## src/rtl/lvds_frame_sync_pkg.sv

```systemverilog
// Shared constants and helpers for the LVDS frame-clock alignment logic.
// The defaults are also used by the TX serializer block.
package lvds_frame_sync_pkg;

   localparam int DEFAULT_FRAME_CYCLES   = 16;
   localparam int DEFAULT_LOCK_FRAMES    = 512;
   localparam int DEFAULT_TIMEOUT_CYCLES = 64;

   localparam int TCNT_W = 7;
   localparam int LOCK_W = 10;

   typedef enum logic [1:0] {
      EDGE_NONE = 2'd0,
      EDGE_GOOD = 2'd1,
      EDGE_BAD  = 2'd2
   } edge_class_e;

   // A rise is good only when it lands exactly one frame after the previous wrap.
   function automatic edge_class_e classify_edge(input logic rise, input logic at_last_phase);
      if (!rise)
         return EDGE_NONE;
      else if (at_last_phase)
         return EDGE_GOOD;
      else
         return EDGE_BAD;
   endfunction

endpackage

```

## src/rtl/lvds_frame_sync_edge_detect.sv

```systemverilog
// Three-flop synchronizer for the frame clock plus rising-edge detect.
// The frame clock is only ever treated as data here.
module sync_edge_detect (
   input  logic i_ddr_clk,
   input  logic i_rst,
   input  logic i_sys_clk,
   output logic o_rise
);

   logic [2:0] sync_reg;

   always_ff @(posedge i_ddr_clk or posedge i_rst) begin
      if (i_rst)
         sync_reg <= 3'b000;
      else
         sync_reg <= {sync_reg[1:0], i_sys_clk};
   end

   assign o_rise = sync_reg[1] & ~sync_reg[2];

endmodule

```

## src/rtl/lvds_frame_sync.sv

```systemverilog
// Phase-locks a free-running frame strobe to the frame clock and reports
// lock once enough consecutive exact-period frame edges have been seen.
module lvds_frame_sync
   import lvds_frame_sync_pkg::*;
#(
   parameter int FRAME_CYCLES   = DEFAULT_FRAME_CYCLES,
   parameter int LOCK_FRAMES    = DEFAULT_LOCK_FRAMES,
   parameter int TIMEOUT_CYCLES = DEFAULT_TIMEOUT_CYCLES
) (
   input  logic i_ddr_clk,
   input  logic i_rst,
   input  logic i_sys_clk,
   output logic o_data_sbe_ddr,
   output logic o_lvds_ready_ddr
);

   localparam int PHASE_W = (FRAME_CYCLES > 1) ? $clog2(FRAME_CYCLES) : 1;
   localparam logic [PHASE_W-1:0] PHASE_LAST = PHASE_W'(FRAME_CYCLES - 1);
   localparam logic [TCNT_W-1:0]  TCNT_SAT   = TCNT_W'(TIMEOUT_CYCLES);
   localparam logic [TCNT_W-1:0]  TCNT_LAST  = TCNT_W'(TIMEOUT_CYCLES - 1);
   localparam logic [LOCK_W-1:0]  LOCK_SAT   = LOCK_W'(LOCK_FRAMES);

   logic               rise;
   logic               wrap;
   logic               timeout;
   edge_class_e        edge_class;
   logic [PHASE_W-1:0] phase_reg, phase_next;
   logic [TCNT_W-1:0]  tcnt_reg, tcnt_next;
   logic [LOCK_W-1:0]  lock_reg, lock_next;
   logic               sbe_reg, ready_reg;

   sync_edge_detect u_sync (
      .i_ddr_clk (i_ddr_clk),
      .i_rst     (i_rst),
      .i_sys_clk (i_sys_clk),
      .o_rise    (rise)
   );

   always_comb begin
      // Any rise realigns the phase, so an early edge gives one strobe, not two.
      wrap       = rise | (phase_reg == PHASE_LAST);
      phase_next = wrap ? '0 : phase_reg + 1'b1;
      edge_class = classify_edge(rise, phase_reg == PHASE_LAST);
      timeout    = ~rise & (tcnt_reg == TCNT_LAST);

      if (rise)
         tcnt_next = '0;
      else if (tcnt_reg == TCNT_SAT)
         tcnt_next = tcnt_reg;
      else
         tcnt_next = tcnt_reg + 1'b1;

      lock_next = lock_reg;
      if (edge_class == EDGE_BAD || timeout)
         lock_next = '0;
      else if (edge_class == EDGE_GOOD && lock_reg != LOCK_SAT)
         lock_next = lock_reg + 1'b1;
   end

   always_ff @(posedge i_ddr_clk or posedge i_rst) begin
      if (i_rst) begin
         phase_reg <= '0;
         tcnt_reg  <= '0;
         lock_reg  <= '0;
         sbe_reg   <= 1'b0;
         ready_reg <= 1'b0;
      end else begin
         phase_reg <= phase_next;
         tcnt_reg  <= tcnt_next;
         lock_reg  <= lock_next;
         sbe_reg   <= wrap;
         ready_reg <= (lock_next == LOCK_SAT);
      end
   end

   assign o_data_sbe_ddr   = sbe_reg;
   assign o_lvds_ready_ddr = ready_reg;

endmodule

```

## config.mk

```make
export PLATFORM = sky130hd
export DESIGN_NAME = lvds_frame_sync
export DESIGN_NICKNAME = d
export VERILOG_FILES = /design/src/rtl/lvds_frame_sync_pkg.sv /design/src/rtl/lvds_frame_sync_edge_detect.sv /design/src/rtl/lvds_frame_sync.sv
export SDC_FILE = /design/constraint.sdc
export NUM_CORES = 1
export LEC_CHECK = 0
export ABC_AREA = 1
export CAP_MARGIN = 20
export CORE_UTILIZATION = 40
export CTS_BUF_LIST = sky130_fd_sc_hd__clkbuf_2
export DETAILED_ROUTE_END_ITERATION = 16
export PLACE_DENSITY = 0.55
export SLEW_MARGIN = 20
export SYNTH_ARGS = -nofsm -noshare
export SYNTH_HDL_FRONTEND = slang
export SYNTH_SLANG_ARGS = --single-unit
```

## constraint.sdc

```tcl
create_clock -name i_ddr_clk -period 3.67 [get_ports i_ddr_clk]
set_clock_uncertainty 0.2 [all_clocks]
set_input_delay 0.367 -clock i_ddr_clk [delete_from_list [all_inputs] [get_ports i_ddr_clk]]
set_output_delay 0.367 -clock i_ddr_clk [all_outputs]
set_load 0.02 [all_outputs]
```

======== After elaboration in Yosys (flattened, before gate mapping) ========
Cells that the tools add are included.
cells by class
  add/sub/neg operators ................... 3
  bitwise gates (word level) .............. 5
  muxes and demuxes ....................... 7
  reductions and logical operators ........ 2
  equal/unequal tests ..................... 8
operator list
  operator                                        number
  2-to-1 mux 10 bit                               2
  2-to-1 mux 7 bit                                2
  adder 10 x 1 -> 10 bit (second input constant)  1
  == test 10 bit (second input constant)          1
  inequality test 10 bit (second input constant)  1
  adder 7 x 1 -> 7 bit (second input constant)    1
  == test 7 x 6 -> 1 bit (second input constant)  1
  == test 7 bit (second input constant)           1
  adder 4 x 1 -> 4 bit (second input constant)    1
  == test 4 bit (second input constant)           1
  2-to-1 mux 2 bit                                2
  2-to-1 mux 4 bit                                1
  AND 1 bit                                       2
  == test 2 x 1 -> 1 bit (second input constant)  1
  == test 2 bit (second input constant)           1
  inequality test 2 bit (second input constant)   1
  inverter 1 bit                                  2
  logical AND 1 bit                               1
  logical OR 1 bit                                1
  bitwise OR 1 bit                                1
storage, ports and cells
  flip-flop bits (word level) ............. 26
  output and inout port bits .............. 2

======== Depth between registers and ports, before layout ========
  depth after elaboration ................. 8
  gate-level depth with buffers ........... 11
  depth with buffers taken out ............ 11

======== Hierarchy ========
A second synthesis with hierarchy kept.
second synthesis, totals
  cell total of the unflattened synthesis .. 174
  area, all modules ....................... 1423.9 µm²
modules (own cells, without submodules)
  module            instances  cells an instance  area an instance (µm²)
  lvds_frame_sync   1          168                1335.0
  sync_edge_detect  1          6                  88.8

======== Worst setup path after synthesis ========
Ideal clock, no wire load.
  path kind ............................... flip-flop to flip-flop
  start point ............................. register phase_reg[0]
  end point ............................... register ready_reg (netlist: o_lvds_ready_ddr)
  data required time ...................... 3.399 ns
  path buffers ............................ 1
  stages on the path, launching flop included .. 11
  library setup time ...................... 0.071 ns
  slack ................................... 2.040 ns
  arrival ................................. 1.358 ns
  clock period less this slack ............ 1.630 ns
  cells stage by stage .................... dfrtp_1 > ha_1 > nand3_2 > nor2_4 > buf_6 > nand4_1 > nand3_1 > nand2_1 > nor2_1 > nand3_1 > nor2_1
on the way
  word-level cells in the longest chain between the ends .. 8
  elaborated cells on any way between the ends .. 10
  those cells by class .................... eq/ne (4); mux (4); reduce/logical (2)
ends and longest elaborated chain
  what                    RTL line                   RTL
  start, declared         lvds_frame_sync.sv:27      logic [PHASE_W-1:0] phase_reg, phase_next;
  start signal, assigned  lvds_frame_sync.sv:68      phase_reg <= phase_next;
  == test 4 bit *         lvds_frame_sync.sv:43      edge_class = classify_edge(rise, phase_reg == PHASE_LAST);
  2-to-1 mux 2 bit *      lvds_frame_sync_pkg.sv:22  else if (at_last_phase)
  2-to-1 mux 2 bit *      lvds_frame_sync_pkg.sv:20  if (!rise)
  == test 2 x 1 -> 1 bit  lvds_frame_sync.sv:56      else if (edge_class == EDGE_GOOD && lock_reg != LOCK_SAT)
  logical AND 1 bit       lvds_frame_sync.sv:56
  2-to-1 mux 10 bit       lvds_frame_sync.sv:56
  2-to-1 mux 10 bit *     lvds_frame_sync.sv:54      if (edge_class == EDGE_BAD || timeout)
  == test 10 bit *        lvds_frame_sync.sv:72      ready_reg <= (lock_next == LOCK_SAT);
  end signal, assigned    lvds_frame_sync.sv:72
  end, declared           lvds_frame_sync.sv:30      logic sbe_reg, ready_reg;
Mark *: on every way between the ends. The rest lies on a longest branch, timed or not.
A chain may end at the register's enable or synchronous reset.

======== Final worst setup path ========
  start point ............................. register u_sync.sync_reg[2]
  end point ............................... register ready_reg (netlist: o_lvds_ready_ddr)
on the way
  word-level cells in the longest chain between the ends .. 8
  elaborated cells on any way between the ends .. 12
  those cells by class .................... eq/ne (3); mux (3); bitwise (4); reduce/logical (2)
ends and longest elaborated chain
  what                    RTL line                           RTL
  start, declared         lvds_frame_sync_edge_detect.sv:10  logic [2:0] sync_reg;
  start signal, assigned  lvds_frame_sync_edge_detect.sv:16  sync_reg <= {sync_reg[1:0], i_sys_clk};
  inverter 1 bit *        lvds_frame_sync_edge_detect.sv:19  assign o_rise = sync_reg[1] & ~sync_reg[2];
  AND 1 bit *             lvds_frame_sync_edge_detect.sv:19
  2-to-1 mux 2 bit        lvds_frame_sync_pkg.sv:20
  == test 2 x 1 -> 1 bit  lvds_frame_sync.sv:56
  logical AND 1 bit       lvds_frame_sync.sv:56
  2-to-1 mux 10 bit       lvds_frame_sync.sv:56
  2-to-1 mux 10 bit *     lvds_frame_sync.sv:54
  == test 10 bit *        lvds_frame_sync.sv:72
Marks and branches as above.

==> reports/metrics.yaml <==
run_status:
  status: "completed"
setup_path:
  worstPathRequired_ps: 3780
  slowest_delay_ps: 420
  worst_setup_path_end_kind: "flip-flop"
  timing.rr.start: "u_sync.sync_reg[2]$_DFF_PP0_"
  r2r_cells: 11
  slowest_stage: "dfrtp_1"
  crit_type: "flip-flop to flip-flop"
  critPathMaxFanout: 16
  crit_top_cell: "nand2_1"
  arrival_ps: 2190
  r2r_end: "o_lvds_ready_ddr$_DFF_PP0_"
  path_buf_inv: 2
  path_delay_family: "simple AND/OR/NAND/NOR gates"
  cp_cell_sequence: "inv_1 > nand2_1 > nor2_4 > nand3_1 > inv_1 > nand2_1 > nand3_1 > nand2_1 > nor2_1 > nand2_1 > nor2_1"
  start_kind: "flip-flop"
  r2r_slack_ps: 1590
floorplan:
  die-width_um: 60.0
  io_pins: 5
  num_rows: 20
  core-area_um2: 3130
  die_area_um2: 3600
  start_util_pct: 43.0
  die_h_um: 60.0
power:
  seqPwrFrac_pct: 55.7
  internal-power_uw: 456
  ir_worst_vdd_uv: 237
  swShare_pct: 27.1
  combPwrFrac_pct: 15.1
  p_clk_share_pct: 29.2
  p_leak_nw: 0.778
  power.switching_uw: 170
  power_density_nw_per_um2: 416
finish:
  areaGrowthSynthToFinish_pct: 12.0
  drive_gt1_share_pct: 5.62
  final_nets: 187
  fin_area_um2: 1510
  antenna_cells: 0
  largest_reg_flops: 10
yosys:
  seq_area_frac_synth_pct: 48.4
  syn_inst: 170
  synth_cell_types: 21
  synthTopCellsByArea: "dfrtp_1 (48%), nand2_1 (9.2%), inv_1 (8.4%), nand3_1 (7.8%), nor2_1 (6.1%)"
  synthesis.area_um2: 1340
  yosys.area.top_type: "dfrtp_1"
  synth_top_area_share_pct: 48.4
  avgSynthCellArea_um2: 7.90
  ys.warnings.count: 0
  ys_ff_latch: 26
  mappedNetlistNets: 178
drt:
  drt_iter0_drc: 31
  drtAntennaViolNets: 0
  drc_errors: 0
  wl_per_cell_um: 10.4
  drt_wl_total_mm: 2.32
  num_vias: 1046
  first_pass_iters: 4
  viasPerCell: 4.71
clock_tree:
  clk_pin_slew_ps: 260
  ctsRootBufferMaster: "clkbuf_2"
  cts_buffer_depth: 2
  insertion_delay_ps: 360
  cts_tree: "done"
  cts_resized: 0
  clock_sinks: 26
  cts_buffers: 3
  cts_htree_levels: 1
sta:
  slew_viol_final: 0
  period_needed_ps: 2080
  slew_headroom_pct: 74.2
  rsz0062_at_grt: "no"
  max_freq_ghz: 0.480
  hold_viol_final: 0
  worst_pin_slew_ps: 384
  setup_viol: 0
  fin_setup_tns_ps: 0
  period_share_pct: 56.7
hold_path:
  hold_depth: 0
  min_to: "u_sync.sync_reg[1]$_DFF_PP0_"
  hold_class: "flip-flop to flip-flop"
  worstHoldStart: "u_sync.sync_reg[0]$_DFF_PP0_"
job:
  max_cap_violations: 0
global_route:
  grt_remaining_overflow: 0
  track_usage_pct: 15.9
  antenna_found_initial: 0
  grt_pass1_wl_mm: 4.31
  first_global_vias: 997
  grt_start_max_net_pins: 27
placement:
  placed_area_um2: 1420
  dpl.hpwl_mm: 1.67
  port_buffers: 4
  gp_congestion: 0.846
-- worst max-delay path by stage --
stage | end | slack (ps) | cells past startpoint | from
2_1_floorplan | o_lvds_ready_ddr$_DFF_PP0_ | 2040 | 10 | phase_reg[0]$_DFF_PP0_
3_3_place_gp | o_lvds_ready_ddr$_DFF_PP0_ | 1710 | 11 | u_sync.sync_reg[2]$_DFF_PP0_
3_5_place_dp | o_lvds_ready_ddr$_DFF_PP0_ | 1610 | 11 | u_sync.sync_reg[2]$_DFF_PP0_
4_1_cts | o_lvds_ready_ddr$_DFF_PP0_ | 1550 | 11 | u_sync.sync_reg[2]$_DFF_PP0_
5_1_grt | o_lvds_ready_ddr$_DFF_PP0_ | 1310 | 11 | u_sync.sync_reg[2]$_DFF_PP0_
6_report | o_lvds_ready_ddr$_DFF_PP0_ | 1590 | 11 | u_sync.sync_reg[2]$_DFF_PP0_
-- synthesized netlist by cell type --
library cell  count
nand2_1          33
nand2_2           1
o41ai_1           1
nand3_2           1
nand3_1          21
nor2_4            1
inv_1            30
xor2_1            1
inv_2             1
a21boi_0          2
dfrtp_1          26
nand2_4           1
buf_6             1
o21ai_0           8
a21oi_1           7
nand4_1           4
o21ai_1           1
ha_1              5
buf_2             1
nor3_1            2
nor2_1           22
-- power by group through the flow --
| stage | sequential [mW] | combinational, mW | clock (mW) |
|---|---|---|---|
| floorplan | 0.351 | 0.0735 | 0 |
| global placement | 0.354 | 0.0901 | 0 |
| detailed placement | 0.355 | 0.0918 | 0 |
| CTS | 0.349 | 0.0928 | 0.190 |
| global route | 0.355 | 0.117 | 0.199 |
| finish | 0.349 | 0.0946 | 0.183 |
-- cells in the final DEF, fill, tap and decap left out, types with 2 or more instances in the layout --
cell,n
nand2_1,33
inv_1,29
dfrtp_1,26
nor2_1,22
nand3_1,21
o21ai_0,8
a21oi_1,7
ha_1,5
nand4_1,4
clkdlybuf4s50_1,4
clkbuf_2,3
a21boi_0,2
nor3_1,2
-- cells by family after synthesis --
family | count (synthesis) | share of synthesized area (%)
DFF | 26 | 48.4
buffers and inverters | 33 | 9.87
adders and majority gates | 5 | 4.66
xor gates and xnor gates | 1 | 0.652
AOI/OAI and AO/OA | 19 | 7.73
and+or+nand+nor | 86 | 28.7
-- layer usage --
layer / vias to the layer above / wire length [um] / part of all wire [%] / track usage, %
met2: 11 / 999 / 43 / 24.1
met5: - / 0 / 0 / 0
li1: 553 / - / - / -
met1: 480 / 1250 / 54 / 23.1
met4: 0 / 17 / 0.73 / 5.98
met3: 2 / 53 / 2.3 / 1.95
-- worst reg2reg max path, delay by kind of cell (launching register included) --
family / cells / cell delay, ps
and+or+nand+nor: 9 / 1260
buffers and inverters: 2 / 160
DFF: 1 / 420
-- final cells by class --
| cell class | instances | area (um^2) |
|---|---|---|
| tap | 44 | 55.1 |
| clock buffer | 3 | 15.0 |
| timing repair buffer | 6 | 77.6 |
| multi-input combinational | 111 | 561 |
| inverter | 31 | 116 |
| fill | 317 | 1620 |
| clock inverter | 1 | 30.0 |
| sequential | 26 | 651 |
-- stage by stage --
step	hold WS (ps)	cells	setup slack (ps)	power [mW]	utilization [%]
floorplan	131	170	2040	0.425	-
global placement	135	216	1710	0.444	45.5
detailed placement	135	216	1610	0.446	45.5
CTS	183	220	1550	0.632	46.9
global route	159	222	1310	0.671	48.1
finish	187	222	1590	0.626	48.1
-- repair_timing --
| item | CTS | global route |
|---|---|---|
| endpoints found under the hold margin | 0 | 8 |
| hold buffers | 0 | 1 |
| buffers inserted | 0 | 0 |
Power figures use the tool's default switching activity.
